$ cat config.mk
export PLATFORM = sky130hd
export DESIGN_NAME = control_multiciclo_flat
export DESIGN_NICKNAME = d
export VERILOG_FILES = /design/src/rtl/control_multiciclo_if.sv /design/src/rtl/control_multiciclo.sv /design/src/flat_wrapper.sv
export SDC_FILE = /design/constraint.sdc
export NUM_CORES = 1
export LEC_CHECK = 0
export BUFFER_PORTS_ARGS = -buffer_cell sky130_fd_sc_hd__buf_2
export CORE_MARGIN = 2
export CORE_UTILIZATION = 55
export CTS_BUF_LIST = sky130_fd_sc_hd__clkbuf_16
export CTS_CLUSTER_DIAMETER = 120
export DETAILED_ROUTE_END_ITERATION = 8
export PLACE_DENSITY = 0.77
export REMOVE_ABC_BUFFERS = 1
export SETUP_SLACK_MARGIN = 0.3
export SYNTH_ARGS = -nofsm -noshare
export SYNTH_HDL_FRONTEND = slang
export SYNTH_SLANG_ARGS = --single-unit
$ cat constraint.sdc
create_clock -name clk -period 4.97 [get_ports clk]
set_clock_uncertainty 0.2 [all_clocks]
set_input_delay 0.497 -clock clk [delete_from_list [all_inputs] [get_ports clk]]
set_output_delay 0.497 -clock clk [all_outputs]
set_load 0.05 [all_outputs]
$ cat src/rtl/control_multiciclo_if.sv
// Memory handshake bundle between control_multiciclo and the shared
// instruction/data memory: request, write select and completion ack.
interface control_multiciclo_if;
  logic mem_req;
  logic mem_we;
  logic mem_ack;

  modport master (
    output mem_req,
    output mem_we,
    input  mem_ack
  );

  modport slave (
    input  mem_req,
    input  mem_we,
    output mem_ack
  );
endinterface

$ cat src/rtl/control_multiciclo.sv
// Multi-cycle control unit: FETCH/DECODE/EXEC/MEM/WB sequencing for a
// 16-bit instruction (opcode in IR[15:12]), memory req/ack handshake and
// a retired-instruction counter.
// Optional feature macro: ILLEGAL_TRAP_EN (undefined opcodes trap to HALT
// and set the sticky illegal flag; otherwise they retire as NOP).
module control_multiciclo #(
  parameter int unsigned CNT_W = 16
) (
  input  logic                 clk,
  input  logic                 rst,
  control_multiciclo_if.master mem,
  input  logic [3:0]           opcode,
  input  logic                 zero,
  output logic                 addr_sel,
  output logic                 ir_we,
  output logic                 pc_we,
  output logic [1:0]           pc_src,
  output logic [1:0]           alu_op,
  output logic                 alu_src_imm,
  output logic                 reg_we,
  output logic                 wb_sel,
  output logic                 halted,
  output logic                 illegal,
  output logic [CNT_W-1:0]     instr_count
);

  typedef enum logic [2:0] {
    S_START,
    S_FETCH,
    S_DECODE,
    S_EXEC,
    S_MEM,
    S_WB,
    S_HALT
  } state_t;

  localparam logic [3:0] OP_NOP  = 4'h0;
  localparam logic [3:0] OP_ADD  = 4'h1;
  localparam logic [3:0] OP_SUB  = 4'h2;
  localparam logic [3:0] OP_AND  = 4'h3;
  localparam logic [3:0] OP_OR   = 4'h4;
  localparam logic [3:0] OP_ADDI = 4'h5;
  localparam logic [3:0] OP_LD   = 4'h6;
  localparam logic [3:0] OP_ST   = 4'h7;
  localparam logic [3:0] OP_BEQ  = 4'h8;
  localparam logic [3:0] OP_JMP  = 4'h9;
  localparam logic [3:0] OP_HALT = 4'hF;

  state_t           r_state;
  state_t           w_next;
  logic [3:0]       r_op;
  logic [3:0]       w_op;
  logic             w_retire;
  logic             r_mem_req;
  logic             r_mem_we;
  logic             r_addr_sel;
  logic [1:0]       r_pc_src;
  logic [1:0]       r_alu_op;
  logic             r_alu_src_imm;
  logic             r_reg_we;
  logic             r_wb_sel;
  logic             r_halted;
  logic [CNT_W-1:0] r_instr_count;
`ifdef ILLEGAL_TRAP_EN
  logic             w_trap;
  logic             r_illegal;
`endif

  // Next-state decode; the opcode is taken live in DECODE, latched after.
  always_comb begin
    w_op   = (r_state == S_DECODE) ? opcode : r_op;
    w_next = r_state;
`ifdef ILLEGAL_TRAP_EN
    w_trap = 1'b0;
`endif
    case (r_state)
      S_START:  w_next = S_FETCH;
      S_FETCH:  if (mem.mem_ack) w_next = S_DECODE;
      S_DECODE: begin
        case (w_op)
          OP_HALT: w_next = S_HALT;
          OP_NOP:  w_next = S_FETCH;
          OP_ADD, OP_SUB, OP_AND, OP_OR, OP_ADDI,
          OP_LD, OP_ST, OP_BEQ, OP_JMP: w_next = S_EXEC;
          default: begin
`ifdef ILLEGAL_TRAP_EN
            w_next = S_HALT;
            w_trap = 1'b1;
`else
            w_next = S_FETCH;
`endif
          end
        endcase
      end
      S_EXEC: begin
        case (w_op)
          OP_LD, OP_ST:   w_next = S_MEM;
          OP_BEQ, OP_JMP: w_next = S_FETCH;
          default:        w_next = S_WB;
        endcase
      end
      S_MEM:    if (mem.mem_ack) w_next = (w_op == OP_LD) ? S_WB : S_FETCH;
      S_WB:     w_next = S_FETCH;
      S_HALT:   w_next = S_HALT;
      default:  w_next = S_START;
    endcase
    w_retire = (w_next == S_FETCH) &&
               (r_state inside {S_DECODE, S_EXEC, S_MEM, S_WB});
  end

  // State, latched opcode, counter and Moore outputs. Outputs are
  // registered from the state being entered so they line up with it.
  always_ff @(posedge clk or posedge rst) begin
    if (rst) begin
      r_state       <= S_START;
      r_op          <= '0;
      r_instr_count <= '0;
      r_mem_req     <= 1'b0;
      r_mem_we      <= 1'b0;
      r_addr_sel    <= 1'b0;
      r_pc_src      <= '0;
      r_alu_op      <= '0;
      r_alu_src_imm <= 1'b0;
      r_reg_we      <= 1'b0;
      r_wb_sel      <= 1'b0;
      r_halted      <= 1'b0;
`ifdef ILLEGAL_TRAP_EN
      r_illegal     <= 1'b0;
`endif
    end else begin
      r_state <= w_next;
      if (r_state == S_DECODE) r_op <= opcode;
      if (w_retire) r_instr_count <= r_instr_count + CNT_W'(1);
`ifdef ILLEGAL_TRAP_EN
      if (w_trap) r_illegal <= 1'b1;
`endif
      r_mem_req     <= 1'b0;
      r_mem_we      <= 1'b0;
      r_addr_sel    <= 1'b0;
      r_pc_src      <= '0;
      r_alu_op      <= '0;
      r_alu_src_imm <= 1'b0;
      r_reg_we      <= 1'b0;
      r_wb_sel      <= 1'b0;
      r_halted      <= 1'b0;
      case (w_next)
        S_FETCH: r_mem_req <= 1'b1;
        S_EXEC: begin
          case (w_op)
            OP_SUB, OP_BEQ: r_alu_op <= 2'd1;
            OP_AND:         r_alu_op <= 2'd2;
            OP_OR:          r_alu_op <= 2'd3;
            default:        r_alu_op <= 2'd0;
          endcase
          r_alu_src_imm <= (w_op inside {OP_ADDI, OP_LD, OP_ST});
          if (w_op == OP_BEQ)      r_pc_src <= 2'd1;
          else if (w_op == OP_JMP) r_pc_src <= 2'd2;
        end
        S_MEM: begin
          r_mem_req  <= 1'b1;
          r_addr_sel <= 1'b1;
          r_mem_we   <= (w_op == OP_ST);
        end
        S_WB: begin
          r_reg_we <= 1'b1;
          r_wb_sel <= (w_op == OP_LD);
        end
        S_HALT:  r_halted <= 1'b1;
        default: ;
      endcase
    end
  end

  // Write strobes that depend on ack/zero in the current cycle; gated by
  // the registered state so reset removes them immediately.
  always_comb begin
    ir_we = (r_state == S_FETCH) && mem.mem_ack;
    pc_we = ir_we ||
            ((r_state == S_EXEC) &&
             ((r_op == OP_JMP) || ((r_op == OP_BEQ) && zero)));
  end

  assign mem.mem_req  = r_mem_req;
  assign mem.mem_we   = r_mem_we;
  assign addr_sel     = r_addr_sel;
  assign pc_src       = r_pc_src;
  assign alu_op       = r_alu_op;
  assign alu_src_imm  = r_alu_src_imm;
  assign reg_we       = r_reg_we;
  assign wb_sel       = r_wb_sel;
  assign halted       = r_halted;
  assign instr_count  = r_instr_count;
`ifdef ILLEGAL_TRAP_EN
  assign illegal      = r_illegal;
`else
  assign illegal      = 1'b0;
`endif

endmodule
$ cat src/flat_wrapper.sv
// flat-port wrapper written by rule: the top's interface ports become plain ports
module control_multiciclo_flat 
#(
  parameter int unsigned CNT_W = 16
)
  (clk, rst, opcode, zero, addr_sel, ir_we, pc_we, pc_src, alu_op, alu_src_imm, reg_we, wb_sel, halted, illegal, instr_count, mem_mem_req, mem_mem_we, mem_mem_ack);
  control_multiciclo_if mem_i ();
  input  logic clk;
  input  logic rst;
  input  logic [3:0] opcode;
  input  logic zero;
  output logic addr_sel;
  output logic ir_we;
  output logic pc_we;
  output logic [1:0] pc_src;
  output logic [1:0] alu_op;
  output logic alu_src_imm;
  output logic reg_we;
  output logic wb_sel;
  output logic halted;
  output logic illegal;
  output logic [CNT_W-1:0] instr_count;
  output wire logic [$bits(mem_i.mem_req)-1:0] mem_mem_req;
  output wire logic [$bits(mem_i.mem_we)-1:0] mem_mem_we;
  input wire logic [$bits(mem_i.mem_ack)-1:0] mem_mem_ack;
  assign mem_mem_req = mem_i.mem_req;
  assign mem_mem_we = mem_i.mem_we;
  assign mem_i.mem_ack = mem_mem_ack;
  control_multiciclo #(.CNT_W(CNT_W)) u_core (.clk(clk), .rst(rst), .mem(mem_i), .opcode(opcode), .zero(zero), .addr_sel(addr_sel), .ir_we(ir_we), .pc_we(pc_we), .pc_src(pc_src), .alu_op(alu_op), .alu_src_imm(alu_src_imm), .reg_we(reg_we), .wb_sel(wb_sel), .halted(halted), .illegal(illegal), .instr_count(instr_count));
endmodule
# Word-level counts from Yosys, hierarchy flattened
# Memory sizes are Yosys's and may differ from the RTL's.
# Cells that the tools add are included.
# W data, S select, Z words.
[totals] register_bits=34 out_inout_bits=30 n_memories=1 mem_bits_ro=48 inputBits=8
[mem_list] name="(name not given)" depth=16 word_bits=3 read_ports=1 rd_clocked_by_memory_dff=0 wr=0 line_no="control_multiciclo.sv:80" rtl="case (w_op)"
[classes] mux=18 n_eq_ne=21 reduce_logical=14 add_sub_neg=1
[op_table] op="$eq A3 B3 Y1 const B" n=6
[op_table] op="$pmux W3 S6" n=1
[op_table] op="$add A16 B1 Y16 const B" n=1
[op_table] op="$eq A4 B3 Y1 const B" n=4
[op_table] op="$eq A4 B4 Y1 const B" n=4
[op_table] op="$reduce_or A2 Y1" n=5
[op_table] op="$eq A3 B2 Y1 const B" n=3
[op_table] op="$mux W3" n=3
[op_table] op="$eq A4 B2 Y1 const B" n=2
[op_table] op="$mux W2" n=4
[op_table] op="$mux W1" n=7
[op_table] op="$eq A3 B1 Y1 const B" n=2
[op_table] op="$pmux W2 S3" n=1
[op_table] op="$pmux W3 S2" n=1
[op_table] op="$logic_and A1 B1 Y1" n=4
[op_table] op="$mux W4" n=1
[op_table] op="$reduce_bool A4 Y1" n=1
[op_table] op="$logic_not A3 Y1" n=1
[op_table] op="$reduce_bool A3 Y1" n=1
[op_table] op="$logic_or A1 B1 Y1" n=2

# Depth between registers and ports, before layout
# Gate-level depths: netlist of the first run.
[depth] depth_word=9 ltp_mapped=7 depth_no_buf=7

# Worst setup path after synthesis of the first run
# No wires, ideal clock.
[synth_path] path_kind="reg-to-reg" start="reg u_core.r_state[1]" end="reg u_core.r_instr_count[1] (netlist: u_core.instr_count[1])" setup_time_ps=128 path_stages_with_launch=8 t_arrival_ps=3097 period_less_slack_ps=3424 required_time_ps=4642 setup_slack_ps=1546 path_cell_list="dfrtp_1 -> buf_4 -> nor4bb_1 -> o21ba_2 -> o31ai_4 -> nor3_4 -> nand2_2 -> mux2_1"
[synth_lines] item="start, declared" line_no="control_multiciclo.sv:49" rtl="state_t r_state;"
[synth_lines] item="start signal, assigned" line_no="control_multiciclo.sv:131" rtl="r_state <= w_next;"
[synth_lines] item="$eq A3 B2 Y1" line_no="control_multiciclo.sv:71, control_multiciclo.sv:76"
[synth_lines] item="$mux W4"
[synth_lines] item="$mem_v2 Z16 W3"
[synth_lines] item="$pmux W3 S6 (*)" line_no="control_multiciclo.sv:76" rtl="case (r_state)"
[synth_lines] item="named net u_core.w_next[1]" line_no="control_multiciclo.sv:50" rtl="state_t w_next;"
[synth_lines] item="$eq A3 B1 Y1 (*)" line_no="control_multiciclo.sv:107" rtl="w_retire = (w_next == S_FETCH) &&"
[synth_lines] item="$logic_and A1 B1 Y1 (*)" line_no="control_multiciclo.sv:107"
[synth_lines] item="end signal, assigned" line_no="control_multiciclo.sv:133" rtl="if (w_retire) r_instr_count <= r_instr_count + CNT_W'(1);"
[synth_lines] item="end, declared" line_no="control_multiciclo.sv:63" rtl="logic [CNT_W-1:0] r_instr_count;"
# The timed path passes the listed nets; every way through them passes the cells marked *.
# A chain may end at the register's enable or synchronous reset.

# Worst setup path in the final report of the first run
# Same ends and word-level chain as after synthesis.

==> metrics.sh, run 1 <==
RUN_STATUS='completed'
N_FILL_CELL=217
SYNTH_AREA_LEADERS='sky130_fd_sc_hd__dfrtp_1 53%, sky130_fd_sc_hd__xnor2_1 7.6%, sky130_fd_sc_hd__nand2_1 2.8%, sky130_fd_sc_hd__nor4_4 2.6%, sky130_fd_sc_hd__and3_1 2.3%'
FIRST_GLOBAL_VIAS=1091
SYNTH.YOSYS.SEQ_AREA_SHARE_PCT=52.6
TRITONCTS_NUM_SINKS=34
FP.DIEAREA_UM2=3390
BUFFER_PORTS.INSERTED=36
SETUP_REPAIR_AFTER_GLOBAL_ROUTING_MISSED_ITS_MARGIN='no'
CTS_BUFFERS=5
POST_SYNTH.CELL_AREA_AVG_UM2=11.3
PERIOD_SHARE_PCT=50.2
LAYOUT.AREA.SEQ_UM2=851
SYNTHDOMINANTCELLAREASHARE_PCT=52.6
ROUTED_VIA_DENSITY=5.41
SYNTH_FLOP_CELL='sky130_fd_sc_hd__dfrtp_1'
TIGHTEST_SLEW_NS=0.543
CORE_AREA_UM2=2780
DIEWIDTH_UM=58.2
CP_MAX_FO=11
FIRSTDRTPASSITERS=4
TNS_SETUP_NS=0
CTS_HOLD_BUFFERS=0
WORST_SETUP_PATH_START_KIND='flip-flop'
OVERFLOW=0
POSTROUTEWIRELENGTH_MM=3.04
CLK_LATENCY_NS=0.27
NETLIST_AREA_UM2=1620
CTSHTREEMAXLEVEL=2
MIN_PERIOD_NS=2.50
CRIT_PATH_CELL_TRACE='nand2b_1 > nand2b_1 > o31ai_4 > nor3_4 > nand2_2 > mux2_1'
POST_SYNTH_INST_COUNT=143
CRITPATHSLOWESTCELL='sky130_fd_sc_hd__o31ai_4'
FINAL_HOLD_VIOL_COUNT=0
SYNTH_TOP_CELL_BY_AREA='sky130_fd_sc_hd__dfrtp_1'
YOSYS-TOP-CELLS-COUNT='34 x sky130_fd_sc_hd__dfrtp_1, 14 x sky130_fd_sc_hd__xnor2_1, 12 x sky130_fd_sc_hd__nand2_1'
DIE_H_UM=58.2
CELLPOWERDENSITY_nW_PER_UM2=640
TIMING.CRITICAL_PATH.TO_TYPE='flip-flop'
YOSYS_WARNING_TOTAL=0
POST_CTS.RESIZED_INSTANCES=0
DRIVE_GT1_SHARE_PCT=30.6
MAX-CLOCK-PATH-BUFFERS=2
SYNTH_ASYNC_SR_FLOP_SHARE_PCT=100
DRT_FIRST_ITER_VIOLATIONS=44
CTS_TREE='done'
GRT_MAX_DEGREE=22
CTS_ROOT_BUFFER='sky130_fd_sc_hd__clkbuf_16'
ANTENNA_FOUND_INITIAL=0
INITIAL_CORE_UTILIZATION_PCT=58.1
MULTI_INPUT_AREA_UM2=719
FIN_TOTAL_PWR_mW=1.27
PLACED_CELL_AREA_UM2=1820
WORST_PATH_MOST_REPEATED_CELL='sky130_fd_sc_hd__nand2b_1'
FINAL_MAX_SLEW_VIOL_COUNT=0
TOTAL_LEAKAGE_POWER_nW=0.979
AREA_GROWTH_SYN_TO_LAYOUT_PCT=22.8
MAXIMUM_CAPACITANCE_VIOLATIONS=0
HP-CLASS='primary input to asynchronous set/reset pin'
WORST_PATH_LARGEST_CELL_DELAY_NS=0.59
DRC_ERRORS=0
DRT.ANTENNA.VIOLATING_NETS=0
GP_CONGESTION=0.890
NUM_VIAS=1158
IOS=38
WORST-ENDPOINT-REQUIRED_NS=4.92
SYNTH_ENABLE_FLOP_CELLS=0
POST-DP-HPWL_MM=2.31
SYNTH.DISTINCT_CELLS=42
SETUP-VIOLATIONS-FINAL=0
FINALINSTANCEAREA_UM2=1990
GRT_UTIL_ALL_LAYERS_PCT=20.7
CTS_POST_SETUP_BUFFERS_INSERTED=0
WORSTPATHARRIVAL_NS=2.45
MAX_FREQ_GHz=0.401
ROWS=19
PATH_CLASS='flip-flop to flip-flop'
MAXSLEWHEADROOM_PCT=63.7
YS_SEQ_ELEMENTS=34
FIRST_PASS_GRT_WIRE_LENGTH_MM=5.14
POST-SYNTH-TOP-COUNT-CELL='sky130_fd_sc_hd__dfrtp_1'
CLK_PIN_SLEW_NS=0.05
POWER.IR.VDD_WORST_mV=0.575
AVGROUTEDWIREPERCELL_UM=14.2
NNETSFINAL=191
NUMBER_OF_ANTENNA_REPAIR_DIODES=0
## power breakdown
part / internal, mW / switching (mW) / total, mW
clock network: 0.236 / 0.112 / 0.348
registers: 0.342 / 0.0677 / 0.409
logic: 0.162 / 0.351 / 0.513
total: 0.739 / 0.531 / 1.27
## placed cells by master (no fill, tap or decap), drive strengths merged
cell | Yosys | final
or3b | 1 | 1
buf | 3 | 37
a22oi | 1 | 1
nor4bb | 2 | 2
nor2 | 8 | 8
nand2 | 13 | 13
xor2 | 3 | 3
clkinvlp | 0 | 2
bufinv | 0 | 1
o21ai | 5 | 5
nand2b | 2 | 2
o22ai | 1 | 1
nor3b | 2 | 2
conb | 1 | 1
o21ba | 1 | 1
and2 | 2 | 2
and4 | 1 | 1
nor4b | 2 | 2
o31ai | 2 | 2
and3 | 6 | 6
nor4 | 4 | 4
mux2 | 3 | 3
xnor2 | 14 | 14
a311o | 1 | 1
o211ai | 2 | 2
nand3 | 7 | 7
dfrtp | 34 | 34
a31oi | 1 | 1
nor3 | 3 | 3
a211o | 1 | 1
inv | 5 | 5
nand4 | 5 | 5
mux2i | 1 | 1
nand3b | 1 | 1
ha | 1 | 1
clkbuf | 2 | 5
a21oi | 2 | 2
## metal layers
layer	up-vias	global-route usage (%)	share of wire, %
met5	-	0	0
met3	4	4.69	2.5
met1	551	27.9	46
met4	0	7.97	1.4
met2	22	32.6	50
li1	581	-	-
## flip-flops by register name, indices dropped and copies added, names as in the netlist
register            cells
u_core.halted           1
u_core.alu_src_imm      1
u_core.pc_src           2
u_core.reg_we           1
u_core.instr_count     16
u_core.wb_sel           1
u_core.r_state          3
u_core.addr_sel         1
u_core.alu_op           2
u_core.r_op             4
u_core.mem.mem_we       1
u_core.mem.mem_req      1
## worst paths after layout
| path | depth (start not counted) | from | slack, ns | to |
|---|---|---|---|---|
| setup / recovery | 6 | u_core.r_state[1] | 2.47 | u_core.instr_count[1] |
| hold / removal | 2 | rst | 0.06 | u_core.instr_count[5] |
| max in group asynchronous | 3 | rst | 3.84 | u_core.instr_count[14] |
| hold reg to reg | 1 | u_core.instr_count[15] | 0.27 | u_core.instr_count[15] |
| setup reg to reg | 6 | u_core.r_state[1] | 2.47 | u_core.instr_count[1] |
| min in group clk | 1 | u_core.instr_count[15] | 0.27 | u_core.instr_count[15] |
## final cells by class
type | count | area share, %
clock inverters | 3 | 2.27
well taps | 31 | 1.95
inverters | 5 | 0.945
multi-input cells | 99 | 36.2
flip-flops and latches | 34 | 42.8
repair buffers | 37 | 9.45
clock buffers | 5 | 6.30
## metrics by stage
stage	setup slack, ns	hold slack, ns	instances	util, %
finish	2.47	0.0606	214	71.4
global route	2.36	0.115	214	71.4
CTS	2.49	0.0785	214	71.4
detailed placement	2.46	0.261	206	65.3
global placement	2.50	0.257	206	65.3
floorplan	1.57	0.303	138	-
## critical path: cells and delay by family, from the launching register on
| kind | cells | cell delay [ns] |
|---|---|---|
| simple gates | 4 | 0.72 |
| compound gates | 1 | 0.59 |
| flops | 1 | 0.55 |
| mux | 1 | 0.31 |
## kinds of logic after synthesis
group	count (synthesis)	synth area share (%)
compound gates	17	8.51
flops	34	52.6
other cells	1	0.232
buf+inv	10	2.86
mux	4	2.71
simple gates	59	23.1
xor+xnor	17	9.21
fa+ha+maj	1	0.774
Note: power is estimated with default switching activity, not from simulation.
==> run 2, diff against run 1 <==
Settings changed: CORE_UTILIZATION 55 to 47, PLACE_DENSITY 0.77 to 0.7.
Clock period 4.97 ns to 2.1 ns, I/O delays scaled along.
==> run 2 against run 1 <==
  * The run now ends with negative setup slack left
  * Clock power is 130% higher
  * Sequential share of layout area is 6.9 points lower
  * Maximum frequency is 9.9% higher
  * Cell count is 20% higher
  * Non-clock buffer count is 28 higher
  * Sequential cell count stayed put
  * Critical endpoint is now u_core.instr_count[9]
  * Highest routed layer unchanged
==> metrics.sh, run 2 (same netlist as run 1, synthesis figures left out) <==
POSTROUTEWIRELENGTH_MM=3.75  # +23%
FINALINSTANCEAREA_UM2=2370  # +19%
DIEWIDTH_UM=62.6  # +7.6%
POWER.SHARE.COMBINATIONAL_PCT=52.1  # +12 points
IOS=38  # unchanged
PATH_CLASS='flip-flop to flip-flop'
MAXIMUM_CAPACITANCE_VIOLATIONS=0  # unchanged
GRT_UTIL_ALL_LAYERS_PCT=20.0  # -0.64 points
POST-DP-HPWL_MM=2.59  # +12%
CLK_LATENCY_NS=0.27  # about the same
P_SW_mW=1.51  # +180%
DRT_FIRST_ITER_VIOLATIONS=84  # +91%
FINAL_MAX_SLEW_VIOL_COUNT=0  # unchanged
CTS_TREE='done'
VIOLATIONS='negative setup slack'
INTERNAL-POWER_mW=2.20  # +200%
TOTAL_LEAKAGE_POWER_nW=1.17  # +20%
FINAL_HOLD_VIOL_COUNT=0  # unchanged
OVERFLOW=0  # unchanged
CTS_BUFFERS=5  # unchanged
MAX-CLOCK-PATH-BUFFERS=2  # unchanged
DP_CELLS=241  # +17%
TIMING.CRITICAL_PATH.TO_TYPE='flip-flop'
GRT_MAX_DEGREE=35  # +59%
FIRSTDRTPASSITERS=6  # +2
POWER.IR.VDD_WORST_mV=0.784  # +36%
SETUP_REPAIR_AFTER_GLOBAL_ROUTING_MISSED_ITS_MARGIN='yes'
CTS_ROOT_BUFFER='sky130_fd_sc_hd__clkbuf_16'
FIN_TOTAL_PWR_mW=3.71  # +190%
MIN_PERIOD_NS=2.27  # -0.225 ns
ROWS=21  # +2
CLK_PIN_SLEW_NS=0.05  # about the same
LARGEST_REGISTER_FFS=16  # unchanged
ANTENNA_FOUND_INITIAL=0  # unchanged
AREA_GROWTH_SYN_TO_LAYOUT_PCT=46.7
CORE_AREA_UM2=3310  # +19%
SEQ_POWER_SHARE_PCT=26.0  # -6.2 points
N_FILL_CELL=244  # +12%
AVGROUTEDWIREPERCELL_UM=14.6  # +2.5%
POWER.SHARE.CLOCK_PCT=21.9  # -5.5 points
BUFFER_PORTS.INSERTED=36  # unchanged
NUMBER_OF_ANTENNA_REPAIR_DIODES=0  # unchanged
GP_CONGESTION=0.945  # +6.2%
DRT.ANTENNA.VIOLATING_NETS=0  # unchanged
PRE_CTS_WS_NS=-0.118  # -2.58 ns
DRC_ERRORS=0  # unchanged
FIRST_GLOBAL_VIAS=1309  # +20%
NNETSFINAL=219  # +15%
HP-CLASS='primary input to flip-flop'
MOSTFREQUENTLAYOUTCELL='sky130_fd_sc_hd__buf_2'
FINALWORSTSETUPSLACK_NS=-0.170  # -2.64 ns
MAX_FREQ_GHz=0.440  # +9.9%
MOST-COMMON-LAYOUT-CELLS='34 x sky130_fd_sc_hd__buf_2, 32 x sky130_fd_sc_hd__dfrtp_1, 23 x sky130_fd_sc_hd__buf_4'
PERIOD_SHARE_PCT=108  # +58 points
CELLPOWERDENSITY_nW_PER_UM2=1560  # +140%
SWITCHING_SHARE_PCT=40.7  # -1.1 points
DIE_H_UM=62.6  # +7.6%
WORST-ENDPOINT-REQUIRED_NS=2.08  # -2.84 ns
WORST_SETUP_PATH_START_KIND='flip-flop'
FP.DIEAREA_UM2=3920  # +16%
CP_MAX_FO=5  # -6
FIN_UTIL_PCT=71.7  # +0.27 points
FIRST_PASS_GRT_WIRE_LENGTH_MM=6.13  # +19%
WORSTPATHARRIVAL_NS=2.25  # -0.20 ns
INITIAL_CORE_UTILIZATION_PCT=48.8  # -9.3 points
ROUTED_VIA_DENSITY=5.04  # -6.9%
NUM_VIAS=1295  # +12%
TRITONCTS_NUM_SINKS=34  # unchanged
PLACED_CELL_AREA_UM2=1980  # +9.3%
DRIVE_GT1_SHARE_PCT=46.9  # +16 points
SETUP-VIOLATIONS-FINAL=19  # +19
RUN_STATUS='finished, violations left'
FINALNONFILLERCELLS=257  # +20%
CTSHTREEMAXLEVEL=2  # unchanged
[run 2: cell type report]
cell class	instances	area, um^2	share of cell area, %
clock inverters	3	40.0	1.69
inverters	5	23.8	1.00
flip-flops and latches	34	853	36.0
repair buffers	65	430	18.1
clock buffers	5	125	5.27
multi-input cells	99	842	35.5
well taps	46	57.6	2.43
[run 2: path summary, 6_finish.rpt]
check                                       start                endpoint  slack, ns  depth (start not counted)
max                             u_core.r_state[0]   u_core.instr_count[9]      -0.17                          6
min                                     opcode[1]        u_core.pc_src[1]       0.03                          2
max reg2reg                     u_core.r_state[0]   u_core.instr_count[9]      -0.17                          6
min reg2reg                u_core.instr_count[15]  u_core.instr_count[15]       0.28                          1
max in group asynchronous                     rst       u_core.r_state[1]       1.00                          4
min in group asynchronous                     rst   u_core.instr_count[4]       0.38                          4
[run 2: per-layer routing]
layer / part of all wire, % / GRT usage, % / vias up / wire, um
li1: - / - / 638 / -
met1: 41 / 23.3 / 630 / 1540
met2: 55 / 37.2 / 21 / 2050
met3: 2.6 / 4.86 / 6 / 97
met4: 1.6 / 4.17 / 0 / 59
met5: 0 / 0 / - / 0
[run 2: power by group through the flow]
stage,sequential (mW),clock (mW),combinational [mW]
floorplan,1.23,0,0.702
global placement,0.928,0,1.48
detailed placement,0.948,0,1.51
CTS,0.938,0.823,1.61
global route,0.983,0.859,2.07
finish,0.964,0.810,1.93
[run 2: metrics by stage]
stage,hold WS [ns],setup TNS (ns)
floorplan,0.0805,-26.97
global placement,0.112,-0.323
detailed placement,0.121,-0.923
CTS,0.0234,-0.924
global route,0.0511,-2.91
finish,0.0314,-1.50
[run 2: timing repair]
action	CTS	global route
pin swaps	12	11
setup endpoints to repair	25	27
buffers inserted	3	3
endpoints found under the hold margin	36	0
resized for setup	6	29
hold buffers	2	0
[run 2: critical path, cell delays in order, from the launching register on]
cell and delay [ns]:
sky130_fd_sc_hd__dfrtp_1 0.40, sky130_fd_sc_hd__nor4bb_4 0.17, sky130_fd_sc_hd__a211o_1 0.28, sky130_fd_sc_hd__a311o_4 0.37
sky130_fd_sc_hd__nor4_4 0.38, sky130_fd_sc_hd__nand4_1 0.17, sky130_fd_sc_hd__xnor2_1 0.21
